==> config.mk <==
export PLATFORM = sky130hd
export DESIGN_NAME = counter52_accum
export DESIGN_NICKNAME = d
export VERILOG_FILES = /design/src/rtl/counter52_accum.sv
export SDC_FILE = /design/constraint.sdc
export NUM_CORES = 1
export LEC_CHECK = 0
export CORE_MARGIN = 8
export CORE_UTILIZATION = 40
export DETAILED_ROUTE_END_ITERATION = 7
export PLACE_DENSITY = 0.66
export SLEW_MARGIN = 15
export SYNTH_ARGS = -nofsm -noshare
export SYNTH_HDL_FRONTEND = slang
export SYNTH_SLANG_ARGS = --single-unit
==> constraint.sdc <==
create_clock -name clk -period 2 [get_ports clk]
set_clock_uncertainty 0.05 [all_clocks]
set_input_delay 0.6 -clock clk [delete_from_list [all_inputs] [get_ports clk]]
set_output_delay 0.6 -clock clk [all_outputs]
set_load 0.1 [all_outputs]
==> src/rtl/counter52_accum.sv <==
// counter52_accum: frame accumulator behind a 5:2 counter stage.
// Each accepted beat adds the 2-bit value {c,s} to a running total. The frame length is
// latched on start, and the final total is presented with a valid/ready handshake.
// Build option: define COUNTER52_SATURATE_EN to clamp the total at 2^ACC_W-1 on overflow.
// Without it the total wraps. The overflow flag is sticky in both builds.
module counter52_accum #(
  parameter int unsigned LEN_W = 8,
  parameter int unsigned ACC_W = 11
) (
  input  logic             clk,
  input  logic             rst_n,
  input  logic             start,
  input  logic [LEN_W-1:0] len,
  input  logic             in_valid,
  output logic             in_ready,
  input  logic             s,
  input  logic             c,
  output logic             out_valid,
  input  logic             out_ready,
  output logic [ACC_W-1:0] total,
  output logic             overflow
);

  typedef enum logic [1:0] {StIdle, StRun, StHold} state_e;

  state_e             state_q, state_d;
  logic [LEN_W-1:0]   remaining_q, remaining_d;
  logic [ACC_W-1:0]   total_q, total_d;
  logic               overflow_q, overflow_d;
  logic [ACC_W:0]     acc_sum;
  logic               beat_acc;

  // Outputs decode directly from state, so they are glitch-free and registered.
  always_comb begin
    in_ready  = (state_q == StRun);
    out_valid = (state_q == StHold);
    total     = total_q;
    overflow  = overflow_q;
  end

  // One extra bit catches the carry out of the top accumulator bit.
  always_comb begin
    beat_acc = in_valid && (state_q == StRun);
    acc_sum  = {1'b0, total_q} + {{(ACC_W - 1){1'b0}}, c, s};
  end

  // Next-state logic for the frame FSM and the datapath registers.
  always_comb begin
    state_d     = state_q;
    remaining_d = remaining_q;
    total_d     = total_q;
    overflow_d  = overflow_q;
    unique case (state_q)
      StIdle: begin
        if (start) begin
          total_d    = '0;
          overflow_d = 1'b0;
          if (len == '0) begin
            state_d = StHold;
          end else begin
            remaining_d = len;
            state_d     = StRun;
          end
        end
      end
      StRun: begin
        if (beat_acc) begin
`ifdef COUNTER52_SATURATE_EN
          // Once clamped the total stays at full scale for the rest of the frame.
          if (overflow_q || acc_sum[ACC_W]) begin
            total_d = '1;
          end else begin
            total_d = acc_sum[ACC_W-1:0];
          end
`else
          total_d = acc_sum[ACC_W-1:0];
`endif
          overflow_d  = overflow_q | acc_sum[ACC_W];
          remaining_d = remaining_q - LEN_W'(1);
          if (remaining_q == LEN_W'(1)) begin
            state_d = StHold;
          end
        end
      end
      StHold: begin
        if (out_ready) begin
          state_d = StIdle;
        end
      end
      default: begin
        state_d = StIdle;
      end
    endcase
  end

  // State registers; reset discards any partial frame.
  always_ff @(posedge clk or negedge rst_n) begin
    if (!rst_n) begin
      state_q     <= StIdle;
      remaining_q <= '0;
      total_q     <= '0;
      overflow_q  <= 1'b0;
    end else begin
      state_q     <= state_d;
      remaining_q <= remaining_d;
      total_q     <= total_d;
      overflow_q  <= overflow_d;
    end
  end

endmodule

======== Word level (Yosys, flattened, before mapping) ========
Index checks and enable logic that the tools add are counted.
storage, ports and cells
  bits of input ports ..................... 15
  bits in registers ....................... 22
  latch bits .............................. 0
  logic and storage cells ................. 38
  memories kept ........................... 0
  bits in writable memories ............... 0
  output and inout bits ................... 14
  ROM bits ................................ 0
operators by class
  multiply operators ...................... 0
  div/mod/pow operators ................... 0
  add/subtract/negate cells ............... 2
  bitwise logic cells ..................... 1
  reductions and logical operators ........ 7
  equal/unequal tests ..................... 8
  magnitude comparators ................... 0
  shift operators ......................... 0
  mux-type cells .......................... 16
operator list
  cell                 count
  $mux 8               3
  $mux 11              2
  $pmux 11 s2          1
  $pmux 8 s2           1
  $add 11x2->12        1
  $mux 2               5
  $eq 8x1->1 const B   1
  $logic_not 8->1      1
  $reduce_and 4->1     2
  $sub 8x1->8 const B  1
  $ne 2x1->1 const B   3
  $pmux 2 s3           1
  $ne 2x2->1 const B   2
  $reduce_and 3->1     1
  $eq 2x1->1 const B   1
  $eq 2x2->1 const B   1
  $logic_not 2->1      1
  $mux 1               2
  $pmux 1 s2           1
  $reduce_bool 2->1    1
  $logic_and 1x1->1    1
  $or 1x1->1           1

======== Depth between registers and ports, before layout ========
  depth after elaboration ................. 4
  depth in mapped cells ................... 7
  depth with buffers taken out ............ 7

======== Worst setup path before layout ========
OpenSTA, ideal clock, no wires.
  path kind ............................... register to register
  start ................................... register total_q[0], in the netlist total[0]
  end ..................................... register total_q[10], in the netlist total[10]
  library setup time ...................... 0.078 ns
  data required time ...................... 1.872 ns
  clock period less this slack ............ 2.740 ns
  path buffers ............................ 0
  arrival ................................. 2.612 ns
  slack ................................... -0.740 ns
  stages on the path, launching flop included .. 7
  path through ............................ dfrtp_1 ha_1 inv_1 fa_1 or3_4 or4_1 a21oi_1
between the ends
  word-level cells in the longest chain between the ends .. 3
ends and longest elaborated chain
  item                      RTL line  RTL
  start: declaration        28        logic [ACC_W-1:0] total_q, total_d;
  start signal: assignment  106       total_q <= total_d;
  $add 11x2->12             44        acc_sum = {1'b0, total_q} + {{(ACC_W - 1){1'b0}}, c, s};
  $mux 11                   67        if (beat_acc) begin
  $pmux 11 s2               53        unique case (state_q)
No other way between the ends. The select of a mux whose other input is x is not followed.
A chain may end at the register's enable or synchronous reset.

======== Final worst setup path ========
  start ................................... input c
  end ..................................... register total_q[8], in the netlist total[8]
between the ends
  word-level cells in the longest chain between the ends .. 3
ends and longest elaborated chain
  item                RTL line  RTL
  start: declaration  17        input logic c,
  $add 11x2->12       44
  $mux 11             67
  $pmux 11 s2         53
No other way between the ends. The select of a mux whose other input is x is not followed.

==> metrics <==
FMAX=498 MHz; Reg power frac=28.4%; crit path capture type=register; Switching Power=1330 uW; GR peak layer=met2; share of the synthesized area in the top cell type=43.5%; Final nets=215; quantity of hold-fixing buffers added after cts=0; clk slew on worst S/H paths=0.13 ns; GRT Overall Usage=13.3%; Initial DRT Pass Iterations=4; Die Span Y=72.3 um; Root Buffer=clkbuf_4; Power Internal=1420 uW; number of diodes=0; Leak Pwr=0.000842 uW; Overflow after GRT=0; CP startpoint kind=input pin; min Tclk post-route=2.01 ns; core area=3030 um^2; share of cells above drive strength 1=35.1%; Hold Vio Cnt, Final=0; Sw Ratio=48.4%; Clk pwr share=9.4%; # DRC=0; detailed placer's ending HPWL=2610 um; period utilization=100%; sequential area share after synthesis=43.5%; Die X=72.3 um; Synth Warn #=0; post-route cell area=2010 um^2; cell area power density=1370 nW/um^2; CTS H-Tree Depth=1; WP data required=2.20 ns; leading cell type in the layout, fill and taps excluded=buf_4; Post-Syn Area=1270 um^2; combinational share of power=62.2%; status=finished with violations; placed cell area=1930 um^2; worst path arrival time=2.21 ns; Mean Syn Cell Area=9.04 um^2; final worst slack=-0.00997 ns; drt total wl=3540 um; clock buffer depth=2; clock tree from TritonCTS=done; Max-Cap Viols=0; antenna viol nets, final=0; Netlist cell types=36; Buffers on Ports=28; clk_lat worst skew=0.31 ns; Post-Layout Cell Count=238; met3 global-route usage=3.44%; vias in the first global route=1256; Mapped Cells=140; met1 usage=15.1%; vias per inst=5.46; initial antenna violation count=0; DR vias=1300; Layout area overhead=59.1%; Fill cells=245; Slew @ Worst Pin=0.398 ns; violated checks=setup timing; prevailing post-synth register cell=dfrtp_1; commonest cells after routing, fill and taps aside=buf_4 (26), nor2_1 (15), dfrtp_1 (15); clock sink total=22; RSZ-0062 raised after global routing=true; Seq cells post-synth=22; I/O pin cnt=29; Row Count=20; Pins Over Slew Limit=0; Initial Utilization=41.8%; pin count of the biggest net entering global routing=23; Final setup viols=1; VDD IR-drop max=0.00105 V; syn_nets=160; worst hold path type=register to register; critical path class=input pin to register; CTS Buf Count=3; initial DRC count=82; dpl cells=230; count of flip-flops with a built-in enable after synthesis=0; top cells by area, synth=dfrtp_1 (43%), o21ai_0 (5.1%), nor2_1 (4.4%); DR WL/cell=14.9 um; asr flop ratio synth=100%; GR met2 Demand/Resource=23.8%; global-route wire length before repair=5660 um; total die area=5220 um^2; placer congestion estimate=0.866; Rel. slew slack=73.2%; Yosys top cell by area=dfrtp_1; Max Fanout on Critical Path=4
==> synthesized netlist by cell type, drive strengths merged, types with 2 or more instances <==
cell / instances
clkbuf: 5
o21ai: 13
xnor2: 5
or4: 2
a22oi: 2
nand3b: 2
nor4: 6
o22ai: 2
nand3: 5
and3: 2
o31ai: 2
nor3: 5
a21oi: 11
nand2: 7
dfrtp: 22
ha: 4
inv: 8
a31oi: 2
or2: 2
nor2: 15
mux2: 2
nor3b: 2
==> flip-flops by register name, indices dropped and copies added, names as in the netlist <==
name,cells
remaining_q,8
overflow,1
state_q,2
total,11
==> logic make-up after synthesis <==
logic type	synth area share (%)
simple gates	22.8
mux	2.57
fa+ha+maj	5.53
xor+xnor	4.15
flops	43.5
buf+inv	3.85
compound gates	17.6
==> layout make-up <==
class                           count  area (um^2)  share of cell area, %
Multi-Input combinational cell    106          714                   35.5
Timing Repair Buffer               54          611                   30.3
Sequential cell                    22          564                   28.0
Tap cell                           44         55.1                   2.73
Clock buffer                        4         36.3                   1.80
Inverter                            8         33.8                   1.68
==> metrics by stage <==
stage / TNS (ns) / setup WS, ns / utilization, % / total power, uW / hold WS (ns)
2_1_floorplan: -0.517 / -0.258 / - / 1790 / 0.254
3_3_place_gp: -5.94 / -0.706 / 63.8 / 2360 / 0.448
3_5_place_dp: -6.81 / -0.785 / 63.8 / 2410 / 0.477
4_1_cts: -0.0346 / -0.0346 / 65.4 / 2680 / 0.506
5_1_grt: -0.120 / -0.0701 / 66.5 / 2920 / 0.513
6_report: -0.00997 / -0.00997 / 66.5 / 2760 / 0.483
==> power groups by stage <==
stage	combinational, uW	sequential, uW	clock [uW]
after global routing	1830	806	278
final	1710	784	259
after CTS	1640	782	258
after detailed placement	1620	787	0
after floorplan	692	1090	0
after global placement	1580	780	0
==> timing repair <==
item | 4_1_cts | 5_1_grt
endpoints found under the setup margin | 8 | 7
cloned | 0 | 1
resized for setup | 9 | 6
pin swaps | 5 | 3
buffers inserted | 1 | 2
endpoints found under the hold margin | 0 | 0
==> critical path, cell delays in order <==
cell and delay, ns:
clkdlybuf4s15_1 0.21, inv_1 0.07, fa_2 0.38, or3_4 0.39, or4_4 0.43, a21oi_2 0.14
==> layer usage <==
| metal | up-vias | part of all wire (%) |
|---|---|---|
| met5 | - | 0 |
| met4 | 0 | 0.85 |
| li1 | 621 | - |
| met2 | 42 | 50 |
| met1 | 631 | 43 |
| met3 | 6 | 6.2 |
==> path summary, 6_finish.rpt <==
| check | start | end | slack [ns] | cells after the start |
|---|---|---|---|---|
| min reg2reg | remaining_q[5] | remaining_q[5] | 0.48 | 2 |
| min in group asynchronous | rst_n | remaining_q[0] | 0.57 | 2 |
| min | remaining_q[5] | remaining_q[5] | 0.48 | 2 |
| max | c | total[8] | -0.01 | 6 |
| max reg2reg | total[0] | total[8] | -0.01 | 6 |
| max in group asynchronous | rst_n | total[0] | 1.08 | 2 |
(Power assumes the default switching activity.)
